==> src/rtl/reg_sequencer_if.sv <==
// Instruction handshake, register-file port and status bundle for reg_sequencer.
// master = instruction source and register file; slave = the sequencer itself.
interface reg_sequencer_if #(
    parameter int DATA_W = 8
);
    logic [7:0]        instr;
    logic [DATA_W-1:0] imm;
    logic              instr_valid;
    logic              instr_ready;
    logic              rf_rw;
    logic              rf_wsel;
    logic [1:0]        rf_rsel;
    logic [DATA_W-1:0] rf_w;
    logic [DATA_W-1:0] rf_read0;
    logic [DATA_W-1:0] rf_read1;
    logic [DATA_W-1:0] result;
    logic              carry;
    logic              done;

    modport master (
        output instr, imm, instr_valid, rf_read0, rf_read1,
        input  instr_ready, rf_rw, rf_wsel, rf_rsel, rf_w, result, carry, done
    );

    modport slave (
        input  instr, imm, instr_valid, rf_read0, rf_read1,
        output instr_ready, rf_rw, rf_wsel, rf_rsel, rf_w, result, carry, done
    );
endinterface

==> src/rtl/reg_sequencer.sv <==
// Sequences LOADI/ADD/SUB/MOV over an external two-entry register file (A, B).
// Latency: done pulses 4 cycles after accept for ALU ops, 2 cycles for LOADI.
// Backpressure: instr_ready is high only in IDLE; upstream holds instr/imm while busy.
module reg_sequencer #(
    parameter int DATA_W = 8
) (
    input logic            sysclk,
    input logic            resetn,
    reg_sequencer_if.slave bus
);
    typedef enum logic [1:0] {
        IDLE  = 2'b00,
        READ  = 2'b01,
        EXEC  = 2'b10,
        WRITE = 2'b11
    } state_t;

    localparam logic [1:0] OP_LOADI = 2'b00;
    localparam logic [1:0] OP_ADD   = 2'b01;
    localparam logic [1:0] OP_SUB   = 2'b10;
    localparam logic [1:0] OP_MOV   = 2'b11;

    state_t            state;
    state_t            state_nxt;
    logic [1:0]        op_q;
    logic              dst_q;
    logic              swap_q;
    logic [DATA_W-1:0] result_q;
    logic              carry_q;
    logic              done_q;

    logic              instr_ready;
    logic              rf_rw;
    logic              rf_wsel;
    logic [1:0]        rf_rsel;
    logic              accept;
    logic [DATA_W:0]   sum_ext;
    logic [DATA_W:0]   diff_ext;
    logic              unused_instr_bits;

    assign accept   = bus.instr_valid && instr_ready;
    // Top bit of the extended difference is the borrow, i.e. x < y.
    assign sum_ext  = {1'b0, bus.rf_read0} + {1'b0, bus.rf_read1};
    assign diff_ext = {1'b0, bus.rf_read0} - {1'b0, bus.rf_read1};
    assign unused_instr_bits = ^bus.instr[3:0];

    always_ff @(posedge sysclk or negedge resetn) begin
        if (!resetn) begin
            state <= IDLE;
        end else begin
            state <= state_nxt;
        end
    end

    always_comb begin
        state_nxt   = state;
        instr_ready = 1'b0;
        rf_rw       = 1'b0;
        rf_wsel     = 1'b0;
        rf_rsel     = 2'b00;
        case (state)
            IDLE: begin
                instr_ready = 1'b1;
                if (bus.instr_valid) begin
                    state_nxt = (bus.instr[7:6] == OP_LOADI) ? WRITE : READ;
                end
            end
            READ: begin
                rf_rsel   = swap_q ? 2'b10 : 2'b01;
                state_nxt = EXEC;
            end
            EXEC: begin
                state_nxt = WRITE;
            end
            WRITE: begin
                rf_rw     = 1'b1;
                rf_wsel   = dst_q;
                state_nxt = IDLE;
            end
            default: begin
                state_nxt = IDLE;
            end
        endcase
    end

    // LOADI parks imm in result at accept so the WRITE cycle just drives result.
    always_ff @(posedge sysclk or negedge resetn) begin
        if (!resetn) begin
            op_q     <= OP_LOADI;
            dst_q    <= 1'b0;
            swap_q   <= 1'b0;
            result_q <= '0;
            carry_q  <= 1'b0;
            done_q   <= 1'b0;
        end else begin
            done_q <= (state == WRITE);
            if (accept) begin
                op_q   <= bus.instr[7:6];
                dst_q  <= bus.instr[5];
                swap_q <= bus.instr[4];
                if (bus.instr[7:6] == OP_LOADI) begin
                    result_q <= bus.imm;
                end
            end
            if (state == EXEC) begin
                case (op_q)
                    OP_ADD: begin
                        result_q <= sum_ext[DATA_W-1:0];
                        carry_q  <= sum_ext[DATA_W];
                    end
                    OP_SUB: begin
                        result_q <= diff_ext[DATA_W-1:0];
                        carry_q  <= diff_ext[DATA_W];
                    end
                    OP_MOV: begin
                        result_q <= bus.rf_read0;
                    end
                    default: begin
                    end
                endcase
            end
        end
    end

    assign bus.instr_ready = instr_ready;
    assign bus.rf_rw       = rf_rw;
    assign bus.rf_wsel     = rf_wsel;
    assign bus.rf_rsel     = rf_rsel;
    assign bus.rf_w        = result_q;
    assign bus.result      = result_q;
    assign bus.carry       = carry_q;
    assign bus.done        = done_q;
endmodule
==> src/flat_wrapper.sv <==
// flat-port wrapper written by rule: the top's interface ports become plain ports
module reg_sequencer_flat 
#(
    parameter int DATA_W = 8
)
  (sysclk, resetn, bus_instr, bus_imm, bus_instr_valid, bus_rf_read0, bus_rf_read1, bus_instr_ready, bus_rf_rw, bus_rf_wsel, bus_rf_rsel, bus_rf_w, bus_result, bus_carry, bus_done);
  reg_sequencer_if #(.DATA_W(DATA_W)) bus_i ();
  input logic sysclk;
  input logic resetn;
  input wire logic [$bits(bus_i.instr)-1:0] bus_instr;
  input wire logic [$bits(bus_i.imm)-1:0] bus_imm;
  input wire logic [$bits(bus_i.instr_valid)-1:0] bus_instr_valid;
  input wire logic [$bits(bus_i.rf_read0)-1:0] bus_rf_read0;
  input wire logic [$bits(bus_i.rf_read1)-1:0] bus_rf_read1;
  output wire logic [$bits(bus_i.instr_ready)-1:0] bus_instr_ready;
  output wire logic [$bits(bus_i.rf_rw)-1:0] bus_rf_rw;
  output wire logic [$bits(bus_i.rf_wsel)-1:0] bus_rf_wsel;
  output wire logic [$bits(bus_i.rf_rsel)-1:0] bus_rf_rsel;
  output wire logic [$bits(bus_i.rf_w)-1:0] bus_rf_w;
  output wire logic [$bits(bus_i.result)-1:0] bus_result;
  output wire logic [$bits(bus_i.carry)-1:0] bus_carry;
  output wire logic [$bits(bus_i.done)-1:0] bus_done;
  assign bus_i.instr = bus_instr;
  assign bus_i.imm = bus_imm;
  assign bus_i.instr_valid = bus_instr_valid;
  assign bus_i.rf_read0 = bus_rf_read0;
  assign bus_i.rf_read1 = bus_rf_read1;
  assign bus_instr_ready = bus_i.instr_ready;
  assign bus_rf_rw = bus_i.rf_rw;
  assign bus_rf_wsel = bus_i.rf_wsel;
  assign bus_rf_rsel = bus_i.rf_rsel;
  assign bus_rf_w = bus_i.rf_w;
  assign bus_result = bus_i.result;
  assign bus_carry = bus_i.carry;
  assign bus_done = bus_i.done;
  reg_sequencer #(.DATA_W(DATA_W)) u_core (.sysclk(sysclk), .resetn(resetn), .bus(bus_i));
endmodule
==> config.mk <==
export PLATFORM = sky130hd
export DESIGN_NAME = reg_sequencer_flat
export DESIGN_NICKNAME = d
export VERILOG_FILES = /design/src/rtl/reg_sequencer_if.sv /design/src/rtl/reg_sequencer.sv /design/src/flat_wrapper.sv
export SDC_FILE = /design/constraint.sdc
export NUM_CORES = 1
export LEC_CHECK = 0
export ABC_AREA = 1
export CAP_MARGIN = 30
export CELL_PAD_IN_SITES_DETAIL_PLACEMENT = 0
export CELL_PAD_IN_SITES_GLOBAL_PLACEMENT = 1
export CORE_ASPECT_RATIO = 1.4
export CORE_UTILIZATION = 25
export CTS_CLUSTER_SIZE = 24
export DETAILED_ROUTE_END_ITERATION = 7
export HOLD_SLACK_MARGIN = 0.15
export PLACE_DENSITY = 0.66
export SLEW_MARGIN = 20
export SYNTH_ARGS = -nofsm -noshare
export SYNTH_HDL_FRONTEND = slang
export SYNTH_SLANG_ARGS = --single-unit
==> constraint.sdc <==
create_clock -name sysclk -period 1.95 [get_ports sysclk]
set_input_delay 0.195 -clock sysclk [delete_from_list [all_inputs] [get_ports sysclk]]
set_output_delay 0.195 -clock sysclk [all_outputs]
set_load 0.01 [all_outputs]
# Word level (Yosys, flattened, before mapping)

Cells that the tools add are included.

Memories kept: 0
Register bits: 16
Input port bits: 35
Latch bits: 0
Bits in writable memories: 0
Logic and storage cells: 34
Bits in read-only memories: 0
Output and inout port bits: 23

Mux-type cells: 13
$lt $le $gt $ge: 0
Bitwise gates (word level): 0
Equality and inequality tests: 7
Reductions and logical operators: 5
Shifts and indexed selects: 0
Add/sub/neg operators: 2
$mul: 0
Divide/modulo/power cells: 0

Operator list:

| cell                                           | count |
|---|---|
| two-way mux 8 bit                              | 3 |
| case mux 8 bit (3 select lines)                | 1 |
| adder 8 x 8 -> 9 bit                           | 1 |
| subtractor 8 x 8 -> 9 bit                      | 1 |
| == test 2 bit (second input constant)          | 4 |
| two-way mux 2 bit                              | 4 |
| case mux 2 bit (4 select lines)                | 1 |
| == test 2 x 1 -> 1 bit (second input constant) | 2 |
| zero test 2 bit                                | 2 |
| two-way mux 1 bit                              | 3 |
| != test 2 bit (second input constant)          | 1 |
| case mux 1 bit (2 select lines)                | 1 |
| AND reduction 2 bit                            | 1 |
| nonzero test 2 bit                             | 1 |
| logical AND 1 bit                              | 1 |

# Longest topological paths before layout

Gate-level depths: netlist (run 1).

Word-level depth: 6
Gate-level depth with buffers: 13

# Worst setup path after synthesis (run 1)

No wires, ideal clock.

Path kind: reg-to-reg
Start point: register u_core.state[0]
End point: register u_core.result_q[5], in the netlist u_core.bus.result[5]
Path buffers: 0
Stages on the path, launching flop included: 11
Slack: 0.446 ns
Data required time: 1.879 ns
Setup time: 0.071 ns
Arrival: 1.433 ns
Cell sequence: dfrtp_1 > inv_1 > ha_1 > nand2_2 > nor2_1 > nand2_2 > inv_2 > nand2_1 > nand2_1 > a21oi_1 > nor2_1

Word-level cells in the longest chain between the ends: 6
Elaborated cells on any way between the ends: 7
Those cells by class: eq/ne (1); mux (4); reduce/logical (2)

Ends and longest elaborated chain:

| element                         | line                 | text |
|---|---|---|
| start, declared                 | reg_sequencer.sv:23  | `state_t state;` |
| start signal, assigned          | reg_sequencer.sv:51  | `state <= state_nxt;` |
| zero test 2 bit *               | reg_sequencer.sv:61  | `case (state)` |
| two-way mux 1 bit *             | reg_sequencer.sv:61  |  |
| via bus_instr_ready             | flat_wrapper.sv:15   | `output wire logic [$bits(bus_i.instr_ready)-1:0] bus_instr_ready;` |
| logical AND 1 bit *             | reg_sequencer.sv:41  | `assign accept = bus.instr_valid && instr_ready;` |
| two-way mux 8 bit *             | reg_sequencer.sv:97  | `if (accept) begin` |
| case mux 8 bit (3 select lines) | reg_sequencer.sv:106 | `case (op_q)` |
| two-way mux 8 bit *             | reg_sequencer.sv:105 | `if (state == EXEC) begin` |
| end signal, assigned            | reg_sequencer.sv:102 | `result_q <= bus.imm;` |
| end signal, assigned            | reg_sequencer.sv:108 | `result_q <= sum_ext[DATA_W-1:0];` |
| end signal, assigned            | reg_sequencer.sv:112 | `result_q <= diff_ext[DATA_W-1:0];` |
| end, declared                   | reg_sequencer.sv:28  | `logic [DATA_W-1:0] result_q;` |

Mark *: on every way through the listed nets, which the timed path passes. The rest lies on a longest branch.
A chain may end at the register's enable or synchronous reset.

# Final worst setup path (run 1)

Start point: input bus_rf_read1[0]
End point: register u_core.result_q[6], in the netlist u_core.bus.result[6]

Word-level cells in the longest chain between the ends: 3
Elaborated cells on any way between the ends: 4
Those cells by class: add/sub (2); mux (2)

Ends and longest elaborated chain:

| element                                                           | line                                     | text |
|---|---|---|
| start, declared                                                   | flat_wrapper.sv:14                       | `input wire logic [$bits(bus_i.rf_read1)-1:0] bus_rf_read1;` |
| subtractor 8 x 8 -> 9 bit or adder 8 x 8 -> 9 bit (tied branches) | reg_sequencer.sv:44, reg_sequencer.sv:43 |  |
| case mux 8 bit (3 select lines) *                                 | reg_sequencer.sv:106                     |  |
| two-way mux 8 bit *                                               | reg_sequencer.sv:105                     |  |

Mark *: on every way between the ends. The rest lies on a longest branch, timed or not.

==> metrics list, run 1 <==
- Outcome: completed
- Initial DRC Count: 51
- DIE AREA: 7484 um2
- The largest single stage delay on the critical path is 0.45 ns.
* Quantity of hold-fixing buffers added after cts: 0
- Max-cap violations: 0
- Layout cell share with drive strength beyond 1: 0.1302
* Clock-pin slew on the worst setup and hold paths: 0.06 ns
* Remaining routing DRC violations: 0
- Total standard cell area after synthesis: 1784 um2
- The cell that appears most often on the critical path is sky130_fd_sc_hd__nor2_1.
* Power Dens Cells: 991.3 nW/um2
- # diodes: 0
* Clock net sink count: 16
- Number of I/O port buffers: 53
* Buffers plus inverters on the worst setup path: 1
* Largest clock skew in the final design: 0.002898 ns
- Syn Nets: 329
* Total Power Consumption: 2.570 mW
- Detailed-route wire length per cell: 11.09 um
* Worst min-delay path class: in -> async
- Once detailed placement completed, the half-perimeter wirelength came to 4147 um.
- In the global route stage, overall resource usage came out at 0.1337.
* Final setup violating endpoints: 0
- The count of nets left with antenna violations once routing finished came out at 0.
- The number of antenna violations at the first check in global routing came to 0.
- Layout net count: 402
- Worst EP arrival: 1.95 ns
- TritonCTS clock tree: done
* Placer's final routability congestion estimate: 0.7957
* I/O Pins: 58
- Setup repair after global routing left no endpoint under its margin.
- Dominant delay contributor by cell family on the critical path: adder cells
* Post-synthesis register bit count: 16
- For this configuration, the core starts out at a cell density of 0.2572.
* Minimum hold slack: 0.2541 ns
- Share of the clock period used by the worst path: 0.9281
* Total number of vias: 1,821
- Vias in the first global route: 1,797
- Based on the critical path, the design can be clocked at up to 0.5525 GHz.
- The critical path goes through clkdlybuf4s50_1 > ha_1 > fa_1 > nand3_1 > nand2_2 > nand2_1 > nand2_1 > nor2_1 > nor2_1 > nor2_1 > nor2_1.
* Max-slew headroom: 0.7076
- The Yosys step of the flow raised 0 warnings.
- Area growth syn-to-layout: 45.30%
* Least-Margin Pin Slew: 0.4373 ns
- Clock buffers created by TritonCTS: 3
* Synth unique cells: 26
- Core footprint: 6937 um2
- Excluding fillers, the count of instances in the completed layout stands at 433.
- After detailed placement, the design holds a cell count of 430.
- Among all stages on the critical path, the largest delay is contributed by sky130_fd_sc_hd__clkdlybuf4s50_1.
- Syn Inst Count: 267
- Crit path capture type: flip-flop
- The total overflow left after global routing is 0.
* Clock insertion delay at the later pin of the skew report: 0.25 ns
* Count of final hold-check violations: 0
* Floorplan die height: 102.0 um
- CTS placed an instance of sky130_fd_sc_hd__clkbuf_8 at the clock tree root.
* CP Launch Type: input port
- Routed via count divided by cell count: 4.206
- The first global-routing pass estimated 7879 um of wire.
- Clock H-tree levels: 1
* Type of the setup path with the least slack: in -> reg
- The longest clock path from root to sink contains 2 buffers.
* Routed wire length: 4802 um
- In this run the core area contains 36 standard-cell rows.
* Die Wd: 73.40 um
* Post-cts resize count: 0
* LEAKAGE: 1.348 nW
- Worst EP required: 2.09 ns
* Time the worst path needs with I/O delays and setup: 1.810 ns
- Before antenna repair, the detailed router went through 4 iterations.
- Of all nets on the critical path, the largest fanout is 3.
* Slew Viols, Final: 0
- For this run, the register share of the synthesized area comes to 0.2244.
- Post-CTS setup buffers: 0
- Each instance of the synthesized netlist takes up on average 6.682 um2.
- Pin count of the biggest net entering global routing: 15
- Worst ir drop on vdd: 0.0004474 V
-- power by group --
| group | internal [mW] | switching [mW] | total, mW |
|---|---|---|---|
| sequential | 0.505 | 0.134 | 0.639 |
| clock | 0.137 | 0.111 | 0.248 |
| combinational | 0.849 | 0.834 | 1.68 |
-- per-layer routing --
layer / wire length [um] / vias to the layer above / share of wire / global-route usage
met2: 2664 / 28 / 0.55 / 0.2714
met5: 0 / - / 0 / 0
met4: 49 / 0 / 0.010 / 0.02219
li1: - / 968 / - / -
met3: 97 / 6 / 0.020 / 0.01282
met1: 1991 / 819 / 0.41 / 0.1481
-- Yosys cell counts (all sizes together) --
master | number | area [um2]
buf | 13 | 96.34
mux2 | 2 | 22.52
fa | 2 | 40.04
nand2 | 82 | 315.3
a22oi | 1 | 7.510
o21a | 1 | 7.510
a21oi | 21 | 131.4
a221o | 1 | 10.01
ha | 25 | 312.8
dfrtp | 16 | 400.4
nand3 | 20 | 100.1
o2111ai | 1 | 8.760
and2 | 1 | 6.260
inv | 43 | 161.4
o21ai | 8 | 40.04
clkbuf | 1 | 3.750
nand4 | 2 | 12.51
xnor2 | 1 | 8.760
nor2 | 25 | 93.84
nor3 | 1 | 5.000
-- sequential cells by signal, summed over array words and instances (netlist names) --
signal and count:
u_core.state 2, u_core.bus.carry 1, u_core.bus.result 8, u_core.bus.done 1
u_core.op_q 2, u_core.swap_q 1, u_core.dst_q 1
-- metrics by stage --
stage	TNS [ns]	setup WS, ns	instance area (um2)	util
floorplan	0	0.4455	1784	-
global placement	-0.3474	-0.09387	2551	0.3678
detailed placement	-0.4457	-0.1264	2551	0.3678
CTS	0	0.1313	2592	0.3737
global route	0	0.008118	2592	0.3737
finish	0	0.1402	2592	0.3737
-- cell usage in the layout (no fill, tap or decap), drive strengths merged, types with 2 or more instances in the layout --
cell            n
a21oi          21
nand4           2
clkdlybuf4s50  53
nand3          20
clkbuf          3
mux2            2
ha             25
dfrtp          16
buf            29
inv            43
fa              2
o21ai           8
nor2           25
nand2          82
-- final cells by class --
class,instances,area (um2)
Clock buffer,3,41.29
Fill cell,776,4344
Inverter,43,161.4
Multi-Input combinational cell,194,1122
Sequential cell,16,400.4
Tap cell,95,118.9
Timing Repair Buffer,82,748.2
-- worst register-to-register path, stage by stage (launching register included) --
cell	delay, ns
sky130_fd_sc_hd__dfrtp_1	0.40
sky130_fd_sc_hd__inv_1	0.11
sky130_fd_sc_hd__ha_1	0.18
sky130_fd_sc_hd__inv_1	0.06
sky130_fd_sc_hd__nor2_1	0.18
sky130_fd_sc_hd__inv_1	0.26
sky130_fd_sc_hd__a21oi_1	0.18
sky130_fd_sc_hd__nand2_1	0.06
sky130_fd_sc_hd__nor2_1	0.13
sky130_fd_sc_hd__nor2_1	0.05
-- worst paths after layout --
path / from / to / slack (ns) / depth (start not counted)
worst min register to register: u_core.bus.carry / u_core.bus.carry / 0.49 / 2
max in group asynchronous: resetn / u_core.bus.carry / 1.22 / 2
worst min-delay path: resetn / u_core.bus.result[1] / 0.25 / 1
worst max-delay path: bus_rf_read1[0] / u_core.bus.result[6] / 0.14 / 11
min in group sysclk: u_core.bus.carry / u_core.bus.carry / 0.49 / 2
worst max register to register: u_core.state[0] / u_core.bus.result[7] / 0.23 / 9
-- cell families after synthesis --
logic type / count (synthesis) / synth area share
AND/OR/NAND/NOR: 131 / 0.2987
buffers and inverters: 57 / 0.1466
AO/OA/AOI/OAI: 33 / 0.1150
adder cells (fa/ha/maj): 27 / 0.1978
flip-flops: 16 / 0.2244
multiplexers: 2 / 0.01262
XOR/XNOR: 1 / 0.004910
(Power assumes the default switching activity.)
==> run 2: changes to the inputs <==
--- a/config.mk
+++ b/config.mk
@@ -6,6 +6,7 @@
 export NUM_CORES = 1
 export LEC_CHECK = 0
 export ABC_AREA = 1
+export ABC_CLOCK_PERIOD_IN_PS = 1950
 export CAP_MARGIN = 30
 export CELL_PAD_IN_SITES_DETAIL_PLACEMENT = 0
 export CELL_PAD_IN_SITES_GLOBAL_PLACEMENT = 1
==> results of run 2 <==
No change in the layout: final DEF, timing and power equal those of run 1.
==> run 3: changes to the inputs <==
--- a/config.mk
+++ b/config.mk
@@ -16,7 +16,7 @@
 export DETAILED_ROUTE_END_ITERATION = 7
 export HOLD_SLACK_MARGIN = 0.15
 export PLACE_DENSITY = 0.66
-export SLEW_MARGIN = 20
+export SLEW_MARGIN = 10
 export SYNTH_ARGS = -nofsm -noshare
 export SYNTH_HDL_FRONTEND = slang
 export SYNTH_SLANG_ARGS = --single-unit
==> results of run 3 <==
No change in the layout: final DEF, timing and power equal those of run 1.
